$ cat src/rtl/result_window_acc.sv
// Windowed accumulator: sums WINDOW accepted samples, reports sum, average and (optionally) max.
// Define RESULT_WINDOW_ACC_MAX_EN to build the running-max tracker; otherwise max is tied to 0.
module result_window_acc #(
  parameter int unsigned WINDOW = 4
) (
  input  logic        clock,
  input  logic        reset_n,
  input  logic [8:0]  in_data,
  input  logic        in_valid,
  output logic        in_ready,
  input  logic        clear,
  output logic [12:0] sum,
  output logic [8:0]  avg,
  output logic [8:0]  max,
  output logic        out_valid,
  input  logic        out_ready
);

  localparam int unsigned SHIFT = $clog2(WINDOW);
  localparam int unsigned CNT_W = SHIFT + 1;

  localparam logic [0:0] ACCUM = 1'b0;
  localparam logic [0:0] HOLD  = 1'b1;

  logic [0:0]       state_q, state_d;
  logic [12:0]      acc_q, acc_d;
  logic [CNT_W-1:0] cnt_q, cnt_d;
  logic [12:0]      sum_q, sum_d;
  logic [8:0]       avg_q, avg_d;
  logic [12:0]      acc_next;
  logic             last;
  logic             take;
  logic             done;
  logic             drop;

  assign in_ready  = (state_q == ACCUM);
  assign out_valid = (state_q == HOLD);
  assign sum       = sum_q;
  assign avg       = avg_q;

  assign acc_next = acc_q + 13'(in_data);
  assign last     = (cnt_q == CNT_W'(WINDOW - 1));
  // clear beats a coincident sample; handover clears the window
  assign take     = (state_q == ACCUM) && in_valid && !clear;
  assign done     = take && last;
  assign drop     = ((state_q == ACCUM) && clear) || ((state_q == HOLD) && out_ready);

  always_comb begin
    state_d = state_q;
    acc_d   = acc_q;
    cnt_d   = cnt_q;
    sum_d   = sum_q;
    avg_d   = avg_q;
    if (drop) begin
      acc_d   = '0;
      cnt_d   = '0;
      state_d = ACCUM;
    end else if (take) begin
      acc_d = acc_next;
      cnt_d = cnt_q + CNT_W'(1);
      if (last) begin
        sum_d   = acc_next;
        avg_d   = 9'(acc_next >> SHIFT);
        state_d = HOLD;
      end
    end
  end

  always_ff @(posedge clock or negedge reset_n) begin
    if (!reset_n) begin
      state_q <= ACCUM;
      acc_q   <= '0;
      cnt_q   <= '0;
      sum_q   <= '0;
      avg_q   <= '0;
    end else begin
      state_q <= state_d;
      acc_q   <= acc_d;
      cnt_q   <= cnt_d;
      sum_q   <= sum_d;
      avg_q   <= avg_d;
    end
  end

`ifdef RESULT_WINDOW_ACC_MAX_EN
  logic [8:0] rmax_q, rmax_d;
  logic [8:0] max_q, max_d;
  logic [8:0] max_next;

  assign max_next = (in_data > rmax_q) ? in_data : rmax_q;
  assign max      = max_q;

  always_comb begin
    rmax_d = rmax_q;
    max_d  = max_q;
    if (drop) begin
      rmax_d = '0;
    end else if (take) begin
      rmax_d = max_next;
      if (done) max_d = max_next;
    end
  end

  always_ff @(posedge clock or negedge reset_n) begin
    if (!reset_n) begin
      rmax_q <= '0;
      max_q  <= '0;
    end else begin
      rmax_q <= rmax_d;
      max_q  <= max_d;
    end
  end
`else
  assign max = '0;
`endif

endmodule

$ cat config.mk
export PLATFORM = sky130hd
export DESIGN_NAME = result_window_acc
export DESIGN_NICKNAME = d
export VERILOG_FILES = /design/src/rtl/result_window_acc.sv
export SDC_FILE = /design/constraint.sdc
export NUM_CORES = 1
export LEC_CHECK = 0
export CORE_MARGIN = 5
export CORE_UTILIZATION = 48
export CTS_CLUSTER_DIAMETER = 40
export DETAILED_ROUTE_END_ITERATION = 7
export GPL_TIMING_DRIVEN = 0
export MAX_ROUTING_LAYER = met4
export PLACE_DENSITY = 0.79
export SETUP_SLACK_MARGIN = 0.5
export SYNTH_ARGS = -nofsm -noshare
export SYNTH_HDL_FRONTEND = slang
export SYNTH_SLANG_ARGS = --single-unit
$ cat constraint.sdc
create_clock -name clock -period 2.7 [get_ports clock]
set_input_delay 0.54 -clock clock [delete_from_list [all_inputs] [get_ports clock]]
set_output_delay 0.54 -clock clock [all_outputs]
set_load 0.02 [all_outputs]
### Yosys cells after proc, flatten, opt, wreduce, memory -nomap -nowiden

Cells that the tools add are included.

* equal/unequal tests: 1
* order comparisons: 0
* $add $sub $neg: 2
* reductions and logical operators: 10
* bitwise operators: 2
* shift operators: 0
* muxes and demuxes: 7
* divide/modulo/power cells: 0
* multipliers: 0

Operators by type and width (number)
* $mux 13: 2
* $add 13x9->13: 1
* $mux 3: 2
* $logic_and 1x1->1: 4
* $reduce_bool 2->1: 2
* $add 3x1->3 const B: 1
* $eq 3x2->1 const B: 1
* $mux 1: 3
* $reduce_and 3->1: 1
* $not 1->1: 2
* $reduce_and 2->1: 1
* $logic_not 1->1: 1
* $logic_or 1x1->1: 1

* output and inout bits: 33
* ROM bits: 0
* RAM bits: 0
* logic and storage cells: 27
* bits in latches: 0
* memories: 0
* register bits after elaboration: 39

### Longest topological paths before layout

Gate-level depths: netlist (run 1).

* depth after elaboration: 5
* mapped depth: 7
* depth with buffers taken out: 7

### Least setup slack after synthesis (run 1)

Ideal clock, no wire load.

* path type: input -> register
* start: input in_data[0]
* end: register sum_q[8] (netlist: sum[8])
* data arrival time: 2119 ps
* slack: 446 ps
* stages: 7
* path buffers: 0
* cell sequence: ha_1 fa_1 a211oi_1 o21ai_0 a31oi_1 xor2_1 o21ai_0

* word-level cells in the longest chain between the ends: 1

RTL lines
* start: declaration: RTL line 8 `input logic [8:0] in_data,`
* $add 13x9->13: RTL line 41 `assign acc_next = acc_q + 13'(in_data);`
* end signal: assignment: RTL line 80 `sum_q <= sum_d;`
* end: declaration: RTL line 28 `logic [12:0] sum_q, sum_d;`

No other way between the ends.
A chain may end at the register's enable or synchronous reset.

### Worst setup path in the final report (run 1)

* start: input in_data[0]
* end: register acc_q[10]

* word-level cells in the longest chain between the ends: 3

RTL lines
* $add 13x9->13: RTL line 41
* $mux 13: RTL line 58 `end else if (take) begin`
* $mux 13: RTL line 54 `if (drop) begin`
* end signal: assignment: RTL line 72 `acc_q <= '0;`
* end signal: assignment: RTL line 78 `acc_q <= acc_d;`
* end: declaration: RTL line 26 `logic [12:0] acc_q, acc_d;`

No other way between the ends. The select of a mux whose other input is x is not followed.

==> results of run 1 <==
==> final cells by class <==
cell class                      instances  share of cell area [%]
Buffer                                 23                    6.00
Inverter                                4                   0.580
Sequential cell                        30                    29.0
Clock inverter                          1                   0.193
Clock buffer                            7                    3.34
Multi-Input combinational cell        135                    40.7
Timing Repair Buffer                   49                    17.8
Tap cell                               48                    2.32
==> cells in the final DEF (no fill, tap or decap), drive strengths merged, types with 5 or more instances in the layout <==
cell type      instances
clkdlybuf4s50         32
buf                   31
dfrtp                 30
nand2                 28
o21ai                 25
clkbuf                12
a21oi                 11
ha                    11
conb                   9
xor2                   5
xnor2                  5
==> worst min path at each step <==
| stage | startpoint | end | cells after the start |
|---|---|---|---|
| 2_1_floorplan | reset_n | acc_q[0] | 0 |
| 3_3_place_gp | cnt_q[2] | cnt_q[2] | 2 |
| 3_5_place_dp | acc_q[5] | acc_q[5] | 2 |
| 4_1_cts | acc_q[4] | acc_q[4] | 2 |
| 5_1_grt | reset_n | acc_q[8] | 1 |
| 6_report | reset_n | acc_q[6] | 1 |
==> through the flow <==
stage / util, % / hold slack (ps) / std cells / total power [W] / worst slack [ps]
finish: 71.8 / 285 / 297 / 0.00156 / 521
global route: 71.8 / 353 / 297 / 0.00166 / 453
CTS: 67.4 / 491 / 286 / 0.00152 / 501
detailed placement: 62.0 / 476 / 277 / 0.00109 / -118
global placement: 62.0 / 465 / 277 / 0.00108 / -91.7
floorplan: - / 244 / 192 / 0.000891 / 516
==> cell families (layout without fill, tap and decap cells) <==
group / Yosys count / in the layout
AND/OR/NAND/NOR: 46 / 46
AO/OA/AOI/OAI: 56 / 56
multiplexers: 2 / 2
flip-flops: 30 / 30
XOR/XNOR: 10 / 10
buffers and inverters: 27 / 84
adder cells (fa/ha/maj): 12 / 12
other: 1 / 9
==> sequential cells by signal, indices dropped and copies added (netlist names) <==
signal and flops:
cnt_q 3, acc_q 13, out_valid 1, sum 13
==> worst reg2reg max path, stage by stage, from the launching register on <==
cell	delay, ps
dfrtp_1	410
ha_4	180
fa_2	430
a211oi_4	310
or3b_4	190
a31oi_4	110
a22o_1	190
o21bai_1	150
==> power breakdown <==
group / switching (W) / internal, W / leakage (nW)
sequential: 0.0000471 / 0.000510 / 0.406
clock: 0.000163 / 0.000205 / 0.0482
combinational: 0.000306 / 0.000333 / 0.704
total: 0.000516 / 0.00105 / 1.16
==> routing by layer <==
metal | track usage [%] | part of all wire (%) | up-vias
li1 | - | - | 750
met1 | 18.5 | 42 | 717
met2 | 27.2 | 51 | 39
met3 | 5.26 | 5.1 | 5
met4 | 6.26 | 1.6 | 0
met5 | - | 0 | -
==> timing repair <==
action	in CTS	in global routing
setup endpoints to repair	21	19
gates resized for setup	16	13
pin swaps	6	11
endpoints found under the hold margin	0	0
buffers inserted	1	11
==> impl_metrics.py, run 1 <==
metrics = {
    "drt": {
        "wire_per_inst_um": 14.2,
        "dr.pass1.iters": 4,
        "vias": 1511,
        "antenna_left": 0,
        "first_iter_violations": 91,
        "drcViolationCount": 0,
        "viasPerCell": 5.09,
        "wirelength_um": 4210,
    },
    "place": {
        "gp_congestion": 0.866,
        "port_buffers": 37,
        "dpl_cell_area_mm2": 0.00223,
        "hpwlAfterDp_um": 2740,
    },
    "grt": {
        "grt_util_all_layers_pct": 16.4,
        "grt_max_degree": 31,
        "grt_pass1_wl_um": 6220,
        "grt_pass1_vias": 1391,
        "grt_overflow": 0,
        "antenna_found_initial": 0,
    },
    "critical_path": {
        "r2r-start": "acc_q[0]",
        "r2r_slack_ps": 620,
        "required_ps": 2860,
        "cp_max_fo": 3,
        "r2r_end": "acc_q[10]",
        "end_kind": "flop",
        "startpoint": "in_data[0]",
        "crit_path_top_delay_cell": "fa_2",
        "worstPathCellList": "dlygate4sd2_1 > ha_4 > fa_2 > a211oi_4 > or3b_4 > a31oi_4 > a22o_1 > o21bai_1",
        "worstPathArrival_ps": 2340,
        "cp_num_cells": 8,
        "ff2ff_path_depth": 7,
        "cp-start-kind": "input port",
        "cp_top_family": "compound AO/OA/AOI/OAI gates",
        "critPathBufInv": 1,
        "crit_path_max_incr_delay_ps": 430,
        "crit_type": "in2reg",
        "crit_end": "acc_q[10]",
    },
    "yosys": {
        "synthCells": 184,
        "synthFlopType": "dfrtp_1",
        "synth_top_family_by_area": "compound AO/OA/AOI/OAI gates",
        "synth-edff-count": 0,
        "avgSynthCellArea_um2": 9.62,
        "synthSimpleGateAreaFrac_pct": 12.6,
        "synth_top_cell_by_area": "dfrtp_1",
        "synthAdderAreaFrac_pct": 8.91,
        "synth.most_common_cell": "dfrtp_1",
        "synth.area.top_cells": "dfrtp_1 (42%), ha_1 (7.8%), buf_4 (7.6%), o21ai_0 (6.2%), nand2_1 (5.9%)",
        "synthArstFlopShare_pct": 100,
        "synth_warnings": 0,
        "synth-xor-area-share_pct": 4.95,
        "synth_top_area_share_pct": 42.4,
        "ys_ff_latch": 30,
        "synth.top_cells.by_count": "dfrtp_1 (30), nand2_1 (28), o21ai_0 (22)",
        "yosysSeqAreaShare_pct": 42.4,
        "synthMuxAreaShare_pct": 1.27,
        "synth_cell_type_count": 36,
        "synth_compound_area_share_pct": 20.0,
        "synth_area_mm2": 0.00177,
    },
    "pwr": {
        "p_per_area_mw_per_mm2": 604,
        "peakVddDrop_v": 0.000348,
        "leakagePower_nw": 1.16,
    },
    "cts": {
        "path_clk_slew_ps": 60,
        "cts_hold_buf": 0,
        "root_buffer": "clkbuf_8",
        "cts_buffers": 5,
        "ctsLongestPathBuffers": 2,
        "clock_sinks": 30,
        "cts_tree": "done",
        "clkLatencyLatePin_ps": 280,
        "h-tree-depth": 2,
    },
    "timing": {
        "setup_viol": 0,
        "maxSlewHeadroom_pct": 55.5,
        "fin_tns_setup_ps": 0,
        "rsz0062_at_grt": "yes",
        "hold_viol_final": 0,
        "finalMaxSlewViolations": 0,
        "fin_crit_sh_pct": 80.7,
        "clock.fmax_ghz": 0.459,
        "worst_pin_slew_ps": 667,
        "fin_skew_ps": 7.91,
        "period_needed_ps": 2180,
    },
    "outcome": {
        "status": "finished, final reports clean",
    },
    "final_layout": {
        "n_antenna_cell": 0,
        "multi_input_area_mm2": 0.00105,
        "stdcell_area_mm2": 0.00259,
        "n_fill_cell": 268,
        "ff_latch_area_um2": 751,
        "nets": 274,
        "syn_to_final_growth_pct": 46.3,
        "drive_above_1_share_pct": 25.7,
    },
    "die": {
        "start_util_pct": 49.1,
        "die_area_mm2": 0.00500,
        "rows": 22,
        "die_w_um": 70.7,
        "die_y_um": 70.7,
        "core_mm2": 0.00361,
        "io_pins": 47,
    },
    "worst_hold_path": {
        "hp-class": "in2async",
    },
    "job": {
        "maxCapViolations": 0,
    },
}
Note: power is estimated with default switching activity, not from simulation.
==> inputs of run 2 (changes only) <==
==> constraint.sdc (replaced) <==
create_clock -name clock -period 2.27 [get_ports clock]
set_input_delay 0.454 -clock clock [delete_from_list [all_inputs] [get_ports clock]]
set_output_delay 0.454 -clock clock [all_outputs]
set_load 0.02 [all_outputs]
==> run 2 against run 1 <==
  * Die area unchanged
  * Non-clock buffer count increased by 9
  * Sequential power increased by 20%
  * First-iteration DRC count increased by 47%
  * Via count increased by 9.1%
  * Setup slack got worse by 290 ps
  * Highest routed layer unchanged
==> impl_metrics.py, run 2 (synthesis gave the netlist of run 1 again) <==
metrics = {
    "grt": {
        "grt_util_all_layers_pct": 19.7,
        "grt_overflow": 0,
        "grt_max_degree": 31,
        "grt_pass1_wl_um": 7560,
        "grt_pass1_vias": 1657,
        "antenna_found_initial": 0,
    },
    "die": {
        "core_mm2": 0.00361,
        "die_area_mm2": 0.00500,
        "die_w_um": 70.7,
        "start_util_pct": 49.1,
        "io_pins": 47,
        "die_y_um": 70.7,
        "rows": 22,
    },
    "timing": {
        "fin_skew_ps": 5.22,
        "maxSlewHeadroom_pct": 56.0,
        "worst_pin_slew_ps": 659,
        "setup_viol": 0,
        "clock.fmax_ghz": 0.490,
        "finalMaxSlewViolations": 0,
        "setup_ws_ps": 230,
        "period_needed_ps": 2040,
        "hold_viol_final": 0,
        "fin_crit_sh_pct": 89.9,
        "rsz0062_at_grt": "yes",
    },
    "pwr": {
        "pwr-share-comb_pct": 41.7,
        "power_frac_clock_pct": 25.9,
        "swShare_pct": 33.6,
        "p_seq_share_pct": 32.5,
        "net-switching-power_w": 0.000692,
        "peakVddDrop_v": 0.000495,
        "power_w": 0.00206,
        "p_per_area_mw_per_mm2": 743,
        "leakagePower_nw": 1.29,
        "p_int_w": 0.00137,
    },
    "cts": {
        "cts_buffers": 5,
        "path_clk_slew_ps": 70,
        "ctsLongestPathBuffers": 2,
        "cts_tree": "done",
        "clock_sinks": 30,
        "clkLatencyLatePin_ps": 290,
        "root_buffer": "clkbuf_8",
        "h-tree-depth": 2,
    },
    "final_layout": {
        "nets": 283,
        "ff_latch_area_um2": 753,
        "drive_above_1_share_pct": 36.8,
        "syn_to_final_growth_pct": 56.4,
        "multi_input_area_mm2": 0.00115,
        "n_antenna_cell": 0,
        "n_fill_cell": 237,
        "final_common_cell": "buf_4",
        "final_cell_mix": "buf_4 (35), dfrtp_1 (28), nand2_1 (27)",
    },
    "drt": {
        "wire_per_inst_um": 15.8,
        "wirelength_um": 4850,
        "viasPerCell": 5.39,
        "dr.pass1.iters": 4,
        "antenna_left": 0,
        "vias": 1649,
        "drcViolationCount": 0,
        "first_iter_violations": 134,
    },
    "critical_path": {
        "cp_max_fo": 3,
        "cp-start-kind": "input port",
        "crit_path_top_delay_cell": "fa_2",
        "required_ps": 2440,
        "end_kind": "flop",
        "worstPathArrival_ps": 2210,
        "crit_type": "in2reg",
        "worstPathCellList": "dlygate4sd2_1 > ha_4 > fa_2 > a211oi_4 > o211ai_1 > a21oi_2 > xor2_1 > o21ai_1",
        "crit_path_max_incr_delay_ps": 380,
    },
    "place": {
        "port_buffers": 37,
        "gp_congestion": 0.838,
        "hpwlAfterDp_um": 2850,
        "post-place-ws_ps": -338,
    },
    "job": {
        "maxCapViolations": 0,
    },
    "outcome": {
        "status": "finished, final reports clean",
    },
    "worst_hold_path": {
        "hp-class": "in2async",
    },
}
## run 2: cell type report
| cell class | count | share of cell area, % |
|---|---|---|
| Multi-Input combinational cell | 135 | 41.7 |
| Tap cell | 48 | 2.17 |
| Inverter | 4 | 0.542 |
| Buffer | 23 | 5.88 |
| Timing Repair Buffer | 58 | 18.5 |
| Clock inverter | 3 | 1.45 |
| Clock buffer | 5 | 2.49 |
| Sequential cell | 30 | 27.2 |
## run 2: repair_timing
action	CTS	global route
setup endpoints to repair	41	25
hold buffers	0	0
setup buffers	19	2
cloned	0	0
resized for setup	49	26
pin swaps	27	15
## run 2: worst paths after layout
kind | start | to | slack, ps | depth (start not counted)
worst max register to register | acc_q[0] | sum[12] | 230 | 7
min in group clock | sum[8] | sum[8] | 500 | 2
max in group asynchronous | reset_n | acc_q[1] | 1610 | 1
worst min-delay path | reset_n | sum[10] | 190 | 1
worst max-delay path | in_data[0] | sum[12] | 230 | 8
worst min register to register | sum[8] | sum[8] | 500 | 2
## run 2: metal layers
metal | vias to the layer above | global-route usage (%) | part of all wire, %
met5 | - | - | 0
met4 | 0 | 9.60 | 3.2
met3 | 16 | 5.26 | 7.8
met2 | 73 | 32.7 | 49
met1 | 791 | 21.9 | 40
li1 | 769 | - | -
## run 2: power by group through the flow
| stage | Clock [W] | Combinational (W) | Sequential, W |
|---|---|---|---|
| 3_5_place_dp | 0 | 0.000670 | 0.000668 |
| 2_1_floorplan | 0 | 0.000371 | 0.000716 |
| 4_1_cts | 0.000539 | 0.000775 | 0.000666 |
| 5_1_grt | 0.000567 | 0.000917 | 0.000677 |
| 3_3_place_gp | 0 | 0.000659 | 0.000665 |
| 6_report | 0.000532 | 0.000857 | 0.000668 |
## run 2: through the flow
| step | std cells | TNS, ps | hold WS (ps) | util [%] | instance area (um^2) |
|---|---|---|---|---|---|
| floorplan | 192 | 0 | 158 | - | 1870 |
| global route | 306 | 0 | 247 | 76.8 | 2770 |
| finish | 306 | 0 | 191 | 76.8 | 2770 |
| global placement | 277 | -5190 | 467 | 63.7 | 2300 |
| CTS | 304 | 0 | 508 | 74.0 | 2670 |
| detailed placement | 277 | -5520 | 475 | 63.7 | 2300 |
## run 2: worst max-delay path, delay by kind of cell
family	cells	cell delay, ps
compound gates	4	760
fa+ha+maj	2	540
buf+inv	1	250
xor+xnor	1	190
